<file path="config.mk">
export PLATFORM = sky130hd
export DESIGN_NAME = demux2_16_buf
export DESIGN_NICKNAME = d
export VERILOG_FILES = /design/src/rtl/demux2_16_buf.sv
export SDC_FILE = /design/constraint.sdc
export NUM_CORES = 1
export LEC_CHECK = 0
export ABC_CLOCK_PERIOD_IN_PS = 2500
export BUFFER_PORTS_ARGS = -buffer_cell sky130_fd_sc_hd__buf_2
export CAP_MARGIN = 10
export CORE_AREA = 2 2 88 90
export CTS_CLUSTER_DIAMETER = 30
export DETAILED_ROUTE_END_ITERATION = 16
export DIE_AREA = 0 0 90 92
export GPL_ROUTABILITY_DRIVEN = 0
export MAX_ROUTING_LAYER = met4
export PLACE_DENSITY = 0.72
export SKIP_CTS_REPAIR_TIMING = 1
export SYNTH_ARGS = -nofsm -noshare
export SYNTH_HDL_FRONTEND = slang
export SYNTH_SLANG_ARGS = --single-unit
</file>
<file path="constraint.sdc">
create_clock -name clk -period 2.5 [get_ports clk]
set_input_delay 0.375 -clock clk [delete_from_list [all_inputs] [get_ports clk]]
set_output_delay 0.375 -clock clk [all_outputs]
set_load 0.03 [all_outputs]
</file>
<file path="src/rtl/demux2_16_buf.sv">
// demux2_16_buf: buffered 1:2 demultiplexer for 16-bit words.
// One valid/ready input channel is steered by in_sel into one of two
// independent output channels, each backed by its own 2-entry circular FIFO.
// Optional build macro: DEMUX2_16_ZERO_IDLE_EN forces an output channel's data
// to zero while that channel has no valid word.
module demux2_16_buf (
  input  logic        clk,
  input  logic        reset_n,
  input  logic        in_valid,
  input  logic        in_sel,
  input  logic [15:0] in_data,
  output logic        in_ready,
  output logic        o0_valid,
  output logic [15:0] o0_data,
  input  logic        o0_ready,
  output logic        o1_valid,
  output logic [15:0] o1_data,
  input  logic        o1_ready,
  output logic [1:0]  o0_count,
  output logic [1:0]  o1_count
);

  // Per-channel FIFO state, indexed by channel number
  logic [15:0] mem [2][2];
  logic        rd_ptr [2];
  logic        wr_ptr [2];
  logic [1:0]  count [2];
  logic        push [2];
  logic        pop [2];
  logic        out_ready [2];

  assign out_ready[0] = o0_ready;
  assign out_ready[1] = o1_ready;

  // The selected channel's fullness alone decides acceptance; a same-cycle pop does not free a slot
  always_comb begin
    in_ready = ((in_sel ? count[1] : count[0]) != 2'd2);
  end

  // Decode which channel takes the input word and which channels release their head
  always_comb begin
    push[0] = in_valid & in_ready & ~in_sel;
    push[1] = in_valid & in_ready & in_sel;
    pop[0]  = (count[0] != 2'd0) & out_ready[0];
    pop[1]  = (count[1] != 2'd0) & out_ready[1];
  end

  // FIFO storage, pointers and occupancy; reset discards every buffered word at once
  always_ff @(posedge clk or negedge reset_n) begin
    if (!reset_n) begin
      for (int c = 0; c < 2; c++) begin
        mem[c][0] <= 16'h0000;
        mem[c][1] <= 16'h0000;
        rd_ptr[c] <= 1'b0;
        wr_ptr[c] <= 1'b0;
        count[c]  <= 2'd0;
      end
    end else begin
      for (int c = 0; c < 2; c++) begin
        if (push[c]) begin
          mem[c][wr_ptr[c]] <= in_data;
          wr_ptr[c]         <= ~wr_ptr[c];
        end
        if (pop[c]) begin
          rd_ptr[c] <= ~rd_ptr[c];
        end
        case ({push[c], pop[c]})
          2'b10:   count[c] <= count[c] + 2'd1;
          2'b01:   count[c] <= count[c] - 2'd1;
          default: count[c] <= count[c];
        endcase
      end
    end
  end

  // Head-of-queue presentation; valid and data come from registered state only
  always_comb begin
    o0_valid = (count[0] != 2'd0);
    o1_valid = (count[1] != 2'd0);
    o0_count = count[0];
    o1_count = count[1];
`ifdef DEMUX2_16_ZERO_IDLE_EN
    o0_data  = o0_valid ? mem[0][rd_ptr[0]] : 16'h0000;
    o1_data  = o1_valid ? mem[1][rd_ptr[1]] : 16'h0000;
`else
    o0_data  = mem[0][rd_ptr[0]];
    o1_data  = mem[1][rd_ptr[1]];
`endif
  end

endmodule
</file>
Word-level counts from Yosys, hierarchy flattened
Cells that the tools add are included.
{"block": "word_totals", "regBits": 72, "inputBits": 22, "output_inout_bits": 39, "elab_cells": 60}
{"block": "classes", "addsub": 4, "n_lt_le_gt_ge": 6, "n_eq_ne": 5, "mux": 15, "bitwise_logic": 14, "reduce_logical": 6}
{"op": "$mux W16", "n": 8}
{"op": "$bwmux W32", "n": 2}
{"op": "$demux W16 S1", "n": 2}
{"op": "$ge A2 B2 Y1 const B", "n": 4}
{"op": "$not A1 Y2", "n": 4}
{"op": "$pmux W2 S2", "n": 2}
{"op": "$reduce_bool A2 Y1", "n": 4}
{"op": "$and A1 B1 Y1", "n": 5}
{"op": "$not A1 Y1", "n": 5}
{"op": "$add A2 B1 Y2 const B", "n": 2}
{"op": "$eq A2 B1 Y1 const B", "n": 2}
{"op": "$eq A2 B2 Y1 const B", "n": 2}
{"op": "$lt A2 B1 Y1 const B", "n": 2}
{"op": "$sub A2 B1 Y2 const B", "n": 2}
{"op": "$logic_and A1 B1 Y1", "n": 2}
{"op": "$mux W2", "n": 1}
{"op": "$ne A2 B2 Y1 const B", "n": 1}

Longest topological paths before layout
Gate-level depths: netlist of the first run.
{"block": "depth", "ltp_word": 6, "ltp_mapped": 6}

Worst setup path before layout of the first run
No wires, ideal clock.
{"block": "synth_path", "kind": "flip-flop to flip-flop", "start": "reg count (netlist bit o1_count[1])", "end": "reg mem[16] (netlist name)", "arrival_ns": 1.700, "required_time_ns": 2.375, "setup_slack_ns": 0.675, "path_stages_with_launch": 5, "path_buffers": 1, "synth_period_minus_slack_ns": 1.825, "path_cell_list": "dfrtp_1 nor2b_1 nor3_2 buf_2 mux2_2"}
{"block": "synth_between", "elab_chain_len": 4}
{"element": "start, declared", "line": "27", "text": "logic [1:0] count [2];"}
{"element": "start signal, assigned by index", "line": "68", "text": "2'b10: count[c] <= count[c] + 2'd1;"}
{"element": "start signal, assigned by index", "line": "69", "text": "2'b01: count[c] <= count[c] - 2'd1;"}
{"element": "start signal, assigned by index", "line": "70", "text": "default: count[c] <= count[c];"}
{"element": "$mux W2", "line": "37", "text": "in_ready = ((in_sel ? count[1] : count[0]) != 2'd2);"}
{"element": "$ne A2 B2 Y1", "line": "37"}
{"element": "$and A1 B1 Y1 (2 in a row)", "line": "43", "text": "push[1] = in_valid & in_ready & in_sel;"}
{"element": "end signal, assigned by index", "line": "61", "text": "mem[c][wr_ptr[c]] <= in_data;"}
{"element": "end, declared", "line": "24", "text": "logic [15:0] mem [2][2];"}
No other way between the ends.
A chain may end at the register's enable or synchronous reset.

Worst setup path in the final report of the first run
{"block": "layout_path", "start": "reg rd_ptr[0] (netlist name)", "end": "out o1_data[6]"}
{"block": "layout_between", "elab_chain_len": 4}
{"element": "start, declared", "line": "25", "text": "logic rd_ptr [2];"}
{"element": "start signal, assigned by index", "line": "65", "text": "rd_ptr[c] <= ~rd_ptr[c];"}
{"element": "$not A1 Y2 (implied by the code)", "line": "87", "text": "o1_data = mem[1][rd_ptr[1]];"}
{"element": "$mux W16 (implied by the code) (3 in a row)", "line": "87"}
{"element": "end, declared", "line": "17", "text": "output logic [15:0] o1_data,"}
No other way between the ends. The select of a mux whose other input is x is not followed.

==> metrics.txt, run 1 <==
Clock transition at path regs roughly 0.07 ns; clock root cell clkbuf_8; die height slightly above 90 um; Unique masters post-synth 22; Total Routing Usage GR between 10% and 20%; TritonCTS clock tree yes; Clk network pwr share 16.0%; YS warnings 0; gr ovfl total 0; Pleak around 0.0018 uW; Area growth syn-to-layout 20.9%; first-pass GRT wire length approximately 10000 um; sw power 2430 uW; CTS Buf Count 9; core area 7450 um^2; Max-Cap Viols 0; filler instances between 600 and 700; Synth Register Bits a little over 70; die area 8280 um^2; Post-Route Setup TNS 0 ns; clock skew roughly 0.0061 ns; routed wire length roughly 6000 um; Reg area between 1500 and 2000 um^2; R2R Setup Slk around 0.64 ns; pin count of the biggest net entering global routing 41; # diodes 0; drt initial violations 31; Post-Synthesis Cells between 200 and 250; cell-internal power 3670 uW; switch share between 30% and 40%; Tcrit/Tclk final ~84%; Worst Path Class, Setup reg -> out; antenna-violating nets left 0; Worst setup EP type primary output; RSZ-0062 raised after global routing no; synthesized area per cell 15.3 um^2; Avg WL per Cell 15.6 um; drt drc 0; Critical Path RT about 2.1 ns; htree depth 3; Initial Util 43.0%; via count roughly 1900; vias in the first global route slightly below 2000; reg2reg start o0_count[1]$_DFFE_PN0P_; Multi-input gate area 1360 um^2; # IOs 61; Final min period ~2.1 ns; r2r worst-path depth 4; sequential element share of the synthesized area between 50% and 60%; Worst setup SP type flop; r2r endpoint mem[45]$_DFFE_PN0P_; f_max around 0.48 GHz; syn nets 233; Final Max Slew Viols 0; maximum VDD drop between 0.7 and 0.8 mV; # port buffers 60; # setup viols final 0; HPWL Detailed 4190 um; Final Non-Filler Cells roughly 390; CP max FO 12; Power Total 6100 uW; sequential share of power between 30% and 40%; drt pass-1 iters 4; Power Dens Cells 1570 nW/um^2; initial antenna violation count 0; Critical Path End o1_data[6]; Slew @ Worst Pin between 0.7 and 0.8 ns; Comb pwr share about half; final setup margin around 0.41 ns; Max clock buf depth 2; relative slew slack 50.0%; Hold WC Path Type in -> async; mapped cell area about 3200 um^2; WP data arrival ~1.7 ns; final net count between 300 and 400; Site Rows 32; Post-Place Worst Slack roughly 0.54 ns; CTS sink count 72; share of cells above drive strength 1 around 64%; vias per cell roughly 4.8; Placed Cells 370; worst hold slack approximately 0.095 ns; Worst-Skew Late Latency roughly 0.34 ns; worst setup path start rd_ptr[0]$_DFFE_PN0P_; final hold vios 0; Die W 90 um; status complete, no violations
[Yosys cell counts]
| library cell | n | area share, % |
|---|---|---|
| a21oi_1 | 1 | 0.16 |
| and2_1 | 2 | 0.39 |
| buf_1 | 1 | 0.12 |
| buf_2 | 4 | 0.63 |
| buf_6 | 1 | 0.35 |
| clkbuf_1 | 3 | 0.35 |
| dfrtp_1 | 72 | 56 |
| ha_1 | 2 | 0.78 |
| mux2_1 | 2 | 0.70 |
| mux2_2 | 84 | 30 |
| mux2_4 | 10 | 4.7 |
| nand2_1 | 1 | 0.12 |
| nand2b_1 | 4 | 0.78 |
| nand3_1 | 1 | 0.16 |
| nand4_1 | 1 | 0.20 |
| nor2_1 | 3 | 0.35 |
| nor2b_1 | 2 | 0.39 |
| nor3_2 | 2 | 0.63 |
| or2_2 | 2 | 0.39 |
| or3b_1 | 1 | 0.27 |
| xnor2_1 | 6 | 1.6 |
| xor2_1 | 4 | 1.1 |
[cell usage in the layout (no fill, tap or decap), drive strengths merged]
master	instances
or3b	1
clkinvlp	2
bufinv	2
clkinv	2
nand2	1
and2	2
clkbuf	9
nor2b	2
nand2b	4
buf	68
nor2	3
xor2	4
dfrtp	72
a21oi	1
mux2	96
nand4	1
xnor2	6
nand3	1
or2	2
nor3	2
ha	2
[sequential cells by signal, indices dropped and copies added (netlist names)]
name / count
o1_count: 2
o0_count: 2
rd_ptr: 2
wr_ptr: 2
mem: 64
[critical path, cell delays in order, from the launching register on]
cell	delay, ns
dfrtp_1	0.53
buf_4	0.30
mux2_2	0.36
buf_2	0.18
[cell families after synthesis]
group / count (synthesis) / synth area share [%]
mux: 96 / 34.9
fa+ha+maj: 2 / 0.781
buf+inv: 9 / 1.45
simple gates: 19 / 3.67
xor+xnor: 10 / 2.74
flops: 72 / 56.3
compound gates: 1 / 0.156
[per-stage QoR]
step | instance area [um^2] | utilization (%)
global route | 3870 | 52.0
detailed placement | 3660 | 49.2
floorplan | 3200 | -
CTS | 3870 | 52.0
global placement | 3660 | 49.2
finish | 3870 | 52.0
[power by group through the flow]
stage / clock, uW / combinational, uW / sequential [uW]
3_3_place_gp: 0 / 3000 / 2120
2_1_floorplan: 0 / 2330 / 2070
5_1_grt: 1060 / 3210 / 2210
3_5_place_dp: 0 / 3030 / 2150
4_1_cts: 997 / 3050 / 2130
6_report: 973 / 3000 / 2120
[layout make-up]
class	instances	area share [%]
tap	102	3.30
sequential	72	46.5
clock inverter	6	2.20
timing repair buffer	68	9.63
clock buffer	9	3.20
multi-input combinational	128	35.1
[layer usage]
metal | track usage, % | part of all wire [%] | wire length (um) | vias to the layer above
met2 | 23.4 | 47 | 2800 | 49
met3 | 5.59 | 5.0 | 301 | 6
met5 | - | 0 | 0 | -
li1 | - | - | - | 877
met1 | 21.9 | 47 | 2840 | 934
met4 | 4.10 | 1.1 | 65 | 0
[worst min path at each step]
stage	startpoint	endpoint	slack, ns	cells past startpoint
final	reset_n	mem[58]$_DFFE_PN0P_	0.1	1
after global routing	reset_n	mem[58]$_DFFE_PN0P_	0.15	1
after CTS	reset_n	mem[58]$_DFFE_PN0P_	0.11	1
after detailed placement	mem[36]$_DFFE_PN0P_	mem[36]$_DFFE_PN0P_	0.48	1
after global placement	reset_n	mem[58]$_DFFE_PN0P_	0.48	1
after floorplan	reset_n	mem[0]$_DFFE_PN0P_	0.08	0
Power figures use the tool's default switching activity.
==> run 2, diff against run 1 <==
- ABC_CLOCK_PERIOD_IN_PS: 2500 -> 2000
- clock period: 2.5 -> 2 ns (I/O delays scaled with it)
==> run 2 against run 1 <==
Compared with the run above: via count rose by 3.0%; global-route usage rose by 0.70 points; combinational power rose by 28%; setup slack got worse by 0.32 ns; first-iteration DRC count rose by 100%; critical path depth did not move; wire length rose by 4.1%; non-clock buffer count rose by 4; clock skew barely moved; count of clock-buffer cells in the layout did not move; sequential power rose by 25%.
==> metrics.txt, run 2 (synthesis results as in run 1) <==
Final min period about 1.9 ns; max reg flops 64 (unchanged); htree depth 3 (unchanged); Tcrit/Tclk final approximately 96%; reg2reg start o1_count[0]$_DFFE_PN0P_ (was o0_count[1]$_DFFE_PN0P_); routed wire length 6250 um (was 6000 um); most frequent cells in the layout mux2_2 (84), dfrtp_1 (72), buf_2 (60) (unchanged); Critical Path RT 1.70 ns (was 2.12 ns); gr ovfl total 0 (unchanged); final net count 307 (was 303); # port buffers 60 (unchanged); relative slew slack 75.3% (was 50.0%); drt pass-1 iters 4 (unchanged); worst setup path start rd_ptr[1]$_DFFE_PN0P_ (was rd_ptr[0]$_DFFE_PN0P_); Max-Cap Viols 0 (unchanged); Max clock buf depth 2 (unchanged); vias in the first global route 2048 (was 1959); status complete, no violations (unchanged); CP max FO 13 (was 12); via count 1922 (was 1866); first-pass GRT wire length 10500 um (was 10100 um); initial antenna violation count 0 (unchanged); hold path depth 2; Worst setup SP type flop (unchanged); CTS Buf Count 9 (unchanged); pin count of the biggest net entering global routing 73 (was 41); maximum VDD drop 0.938 mV (was 0.747 mV); WP data arrival 1.61 ns (was 1.71 ns); CTS sink count 72 (unchanged); commonest non-fill, non-tap cell in the layout mux2_2 (unchanged); filler instances 657 (was 658); final hold vios 0 (unchanged); vias per cell 4.94 (was 4.85); Pleak 0.00179 uW (was 0.00177 uW); # IOs 61 (unchanged); Site Rows 32 (unchanged); Final Max Slew Viols 0 (unchanged); Die W 90 um (unchanged); clock skew 0.00621 ns (was 0.00607 ns); drt initial violations 63 (was 31); Post-Route Setup TNS 0 ns (unchanged); Multi-input gate area 1360 um^2 (unchanged); Avg WL per Cell 16.1 um (was 15.6 um); share of cells above drive strength 1 64.1% (was 64.0%); Total Routing Usage GR 16.9% (was 16.1%); final setup margin 0.0898 ns (was 0.411 ns); Power Dens Cells 1960 nW/um^2 (was 1570 nW/um^2); # setup viols final 0 (unchanged); Critical Path End o0_data[4] (was o1_data[6]); Top reg by flops mem (unchanged); TritonCTS clock tree yes (unchanged); Post-Place Worst Slack 0.338 ns (was 0.537 ns); Area growth syn-to-layout 22.3% (was 20.9%); Worst setup EP type primary output (unchanged); die area 8280 um^2 (unchanged); r2r endpoint o1_count[1]$_DFFE_PN0P_ (was mem[45]$_DFFE_PN0P_); Worst-Skew Late Latency 0.34 ns (about the same); R2R Setup Slk 0.33 ns (was 0.64 ns); Slew @ Worst Pin 0.371 ns (was 0.750 ns); drt drc 0 (unchanged); Worst Path Class, Setup reg -> out (unchanged); RSZ-0062 raised after global routing no (unchanged); HPWL Detailed 4360 um (was 4190 um); Reg area 1800 um^2 (unchanged); r2r worst-path depth 5 (was 4); core area 7450 um^2 (unchanged); # diodes 0 (unchanged); Clock transition at path regs 0.07 ns (about the same); clock root cell clkbuf_8 (unchanged); f_max about 0.52 GHz; Initial Util 43.0% (unchanged); Hold WC Path Type in -> reg (was in -> async); die height 92 um (unchanged); antenna-violating nets left 0 (unchanged)
run 2: cell types whose count changed in the layout (fill, tap and decap cells not counted), sizes merged:
cell	change
dlygate4sd3	+1
buf	+3
run 2: routing by layer:
metal	wire length (um)	up-vias	global-route usage (%)	share of wire (%)
met5	0	-	-	0
met4	53	0	3.85	0.85
met3	271	7	5.34	4.3
met2	2930	52	26.3	47
met1	2990	973	21.8	48
li1	-	890	-	-
run 2: critical path, cell delays in order, from the launching register on:
cell     delay [ns]
dfrtp_1        0.53
buf_12         0.20
mux2_2         0.36
buf_2          0.18
run 2: how the worst min path moves through the flow:
stage / to / startpoint
6_report: mem[35]$_DFFE_PN0P_ / in_data[3]
5_1_grt: mem[42]$_DFFE_PN0P_ / in_data[10]
4_1_cts: mem[10]$_DFFE_PN0P_ / reset_n
3_5_place_dp: mem[10]$_DFFE_PN0P_ / reset_n
3_3_place_gp: mem[10]$_DFFE_PN0P_ / reset_n
2_1_floorplan: mem[0]$_DFFE_PN0P_ / reset_n
run 2: per-stage QoR:
step | area [um^2] | util (%) | hold WS, ns | instances | power (uW)
after floorplan | 3200 | - | 0.00441 | 209 | 5500
after detailed placement | 3700 | 49.6 | 0.354 | 373 | 6550
after CTS | 3910 | 52.5 | -0.0268 | 388 | 7800
after global placement | 3700 | 49.6 | 0.355 | 373 | 6480
after global routing | 3920 | 52.6 | 0.227 | 389 | 8170
final | 3920 | 52.6 | 0.234 | 389 | 7690
run 2: cell type report:
| cell class | instances | share of cell area [%] |
|---|---|---|
| sequential | 72 | 46.0 |
| multi-input combinational | 128 | 34.7 |
| tap | 102 | 3.26 |
| clock buffer | 9 | 3.16 |
| timing repair buffer | 72 | 10.7 |
| clock inverter | 6 | 2.17 |
run 2: power by group:
group | leakage, uW | internal, uW | switching, uW | total, uW
Combinational | 0.000838 | 1730 | 2110 | 3850
Clock | 0.000101 | 690 | 514 | 1200
Sequential | 0.000854 | 2210 | 436 | 2640
==> run 3, diff against run 2 <==
- ABC_AREA: not set -> 1
- CORE_AREA: 2 2 88 90 -> 2 2 92 94
- CTS_CLUSTER_SIZE: not set -> 14
- DIE_AREA: 0 0 90 92 -> 0 0 94 96
- PLACE_DENSITY: 0.72 -> 0.71
==> run 3 against run 2 <==
Compared with the run above: critical path depth unchanged; final area increased by 5.6%; final cell count increased by 51%; largest power group unchanged; maximum frequency increased by 3.2%; sequential power decreased by 5%; non-clock buffer count decreased by 4; critical path type unchanged; combinational power about the same.
==> metrics.txt, run 3 <==
HPWL Detailed 4970 um (was 4360 um); # setup viols final 0 (unchanged); Multi-input gate area 1340 um^2 (was 1360 um^2); Reg area 1800 um^2 (about the same); clock skew 0.00824 ns (was 0.00621 ns); cell-internal power 4210 uW (was 4630 uW); status complete, no violations (unchanged); Final Max Slew Viols 0 (unchanged); maximum VDD drop 0.773 mV (was 0.938 mV); TritonCTS clock tree yes (unchanged); # IOs 61 (unchanged); mapped cell area 3490 um^2 (was 3200 um^2); via count 2760 (was 1922); Clock transition at path regs 0.08 ns (was 0.07 ns); Total Routing Usage GR 19.4% (was 16.9%); Initial Util 43.3% (was 43.0%); top-area cell type share of the netlist area 51.7% (was 56.3%); die area 9020 um^2 (was 8280 um^2); pin count of the biggest net entering global routing 73 (unchanged); syn nets 444 (was 233); Synth area leader dfrtp_1 (unchanged); sw power 3560 uW (was 3060 uW); Tcrit/Tclk final 92.5% (was 95.5%); htree depth 3 (unchanged); final net count 500 (was 307); # port buffers 60 (unchanged); CP delay by family, top flip-flops (unchanged); drt drc 0 (unchanged); Final min period 1.85 ns (was 1.91 ns); gr ovfl total 0 (unchanged); Slowest Stage Delay on Critical Path 0.49 ns (was 0.53 ns); Synth Register Bits 72 (unchanged); Max-Cap Viols 0 (unchanged); Top reg by flops mem (unchanged); Critical Path RT 1.70 ns (about the same); f_max 0.541 GHz (was 0.524 GHz); Worst setup EP type primary output (unchanged); CTS sink count 72 (unchanged); Site Rows 33 (was 32); Clk network pwr share 18.1% (was 15.6%); share of cells above drive strength 1 19.5% (was 64.1%); Worst setup SP type flop (unchanged); Async SR Flop Fraction 100% (unchanged); Critical path buffers and inverters 2 (unchanged); drt initial violations 169 (was 63); Pleak 0.00212 uW (was 0.00179 uW); most frequent cells in the layout nand2_1 (148), dfrtp_1 (71), o21ai_0 (63) (was mux2_2 (84), dfrtp_1 (72), buf_2 (60)); most frequent cells after synthesis nand2_1 (148), dfrtp_1 (72), o21ai_0 (63), inv_1 (55), o21bai_1 (32) (was mux2_2 (84), dfrtp_1 (72), mux2_4 (10), xnor2_1 (6)); Power Dens Cells 1880 nW/um^2 (was 1960 nW/um^2); initial antenna violation count 0 (unchanged); vias per cell 4.71 (was 4.94); Avg WL per Cell 13.1 um (was 16.1 um); drt pass-1 iters 4 (unchanged); most numerous cell in the Yosys netlist nand2_1 (was mux2_2); YS warnings 0 (unchanged); WP data arrival 1.55 ns (was 1.61 ns); max reg flops 64 (unchanged); Power Total 7770 uW (was 7690 uW); Slew @ Worst Pin 0.669 ns (was 0.371 ns); relative slew slack 55.4% (was 75.3%); CP cell instances buf_12, o21ai_0, buf_2 (was buf_12, mux2_2, buf_2); Unique masters post-synth 23 (was 22); first-pass GRT wire length 13000 um (was 10500 um); Worst Path Class, Setup reg -> out (unchanged); routed wire length 7650 um (was 6250 um); die height 96 um (was 92 um); switch share 45.8% (was 39.8%); CP max FO 24 (was 13); antenna-violating nets left 0 (unchanged); Post-Synthesis Cells 420 (was 209); Hold WC Path Type in -> reg (unchanged); Worst path slowest cell dfrtp_2 (was dfrtp_1); Die W 94 um (was 90 um); final hold vios 0 (unchanged); core area 8050 um^2 (was 7450 um^2); # diodes 0 (unchanged); Synth area leaders dfrtp_1 (52%), nand2_1 (16%), o21ai_0 (9.0%), o21bai_1 (6.9%), inv_1 (5.9%) (was dfrtp_1 (56%), mux2_2 (30%), mux2_4 (4.7%), xnor2_1 (1.6%), xor2_1 (1.1%)); synthesized area per cell 8.30 um^2 (was 15.3 um^2); CTS Buf Count 9 (unchanged); vias in the first global route 2671 (was 2048); number of flops mapped to enable cells by yosys 0 (unchanged); sequential share of power 32.3% (was 34.3%); Max clock buf depth 2 (unchanged); RSZ-0062 raised after global routing no (unchanged); Post-Route Setup TNS 0 ns (unchanged); ys flop type dfrtp_1 (unchanged); commonest non-fill, non-tap cell in the layout nand2_1 (was mux2_2); Comb pwr share 49.6% (was 50.0%); filler instances 795 (was 657); sequential element share of the synthesized area 51.7% (was 56.3%); Worst-Skew Late Latency 0.35 ns (was 0.34 ns); Area growth syn-to-layout 18.6% (was 22.3%); clock root cell clkbuf_8 (unchanged)
[run 3: cell count changes after synthesis, sizes merged, moves of 4 or more]
cell    change
clkbuf      +7
o21bai     +32
nand2b      -4
o21ai      +67
buf         +7
nand2     +148
inv        +57
mux2       -96
[run 3: area by class of cell]
class | instances | area share (%)
repair buffers | 68 | 9.69
inverters | 58 | 5.27
clock buffers | 9 | 3.00
flip-flops and latches | 72 | 43.6
clock inverters | 7 | 2.91
multi-input cells | 267 | 32.4
well taps | 105 | 3.18
[run 3: layer usage]
metal | GRT usage, % | share of wire, % | up-vias
li1 | - | - | 1409
met4 | 7.73 | 0.94 | 0
met2 | 29.6 | 50 | 58
met3 | 2.74 | 4.6 | 6
met5 | - | 0 | -
met1 | 26.3 | 45 | 1287
[run 3: metrics by stage]
stage	utilization [%]	hold slack (ns)	setup slack, ns	std cells	cell area [um^2]
after floorplan	-	0.00441	0.113	420	3490
after global placement	48.1	0.361	0.268	569	3870
after detailed placement	48.1	0.360	0.149	569	3870
after CTS	51.1	-0.0214	0.0876	585	4120
after global routing	51.3	0.213	0.0615	586	4130
final	51.3	0.214	0.150	586	4130
[run 3: power by group through the flow]
stage	sequential [uW]	clock [uW]	combinational (uW)
floorplan	2520	0	2810
global placement	2510	0	3790
detailed placement	2540	0	3870
CTS	2510	1430	3890
global route	2590	1500	4290
finish	2510	1410	3850
[run 3: cell families (layout without fill, tap and decap cells)]
family,Yosys count,in the layout,share of synthesized area (%)
adders and majority gates,2,2,0.718
buffers and inverters,81,142,10.1
and+or+nand+nor,156,156,18.7
DFF,72,72,51.7
AOI/OAI and AO/OA,101,101,16.8
xor gates and xnor gates,8,8,2.01
[run 3: final timing paths]
kind | start | end | slack [ns] | cells past startpoint
max in group asynchronous | reset_n | rd_ptr[1]$_DFFE_PN0P_ | 1.19 | 3
min in group asynchronous | reset_n | mem[9]$_DFFE_PN0P_ | 0.49 | 3
hold reg to reg | mem[14]$_DFFE_PN0P_ | mem[14]$_DFFE_PN0P_ | 0.49 | 2
setup / recovery | rd_ptr[1]$_DFFE_PN0P_ | o0_data[15] | 0.15 | 3
hold / removal | in_data[2] | mem[50]$_DFFE_PN0P_ | 0.21 | 3
setup reg to reg | o0_count[0]$_DFFE_PN0P_ | o0_count[1]$_DFFE_PN0P_ | 0.37 | 7
[run 3: tightest hold or removal path, delay by kind of cell]
family,cells,cell delay [ns]
buffers and inverters,1,0.13
AND/OR/NAND/NOR,2,0.11
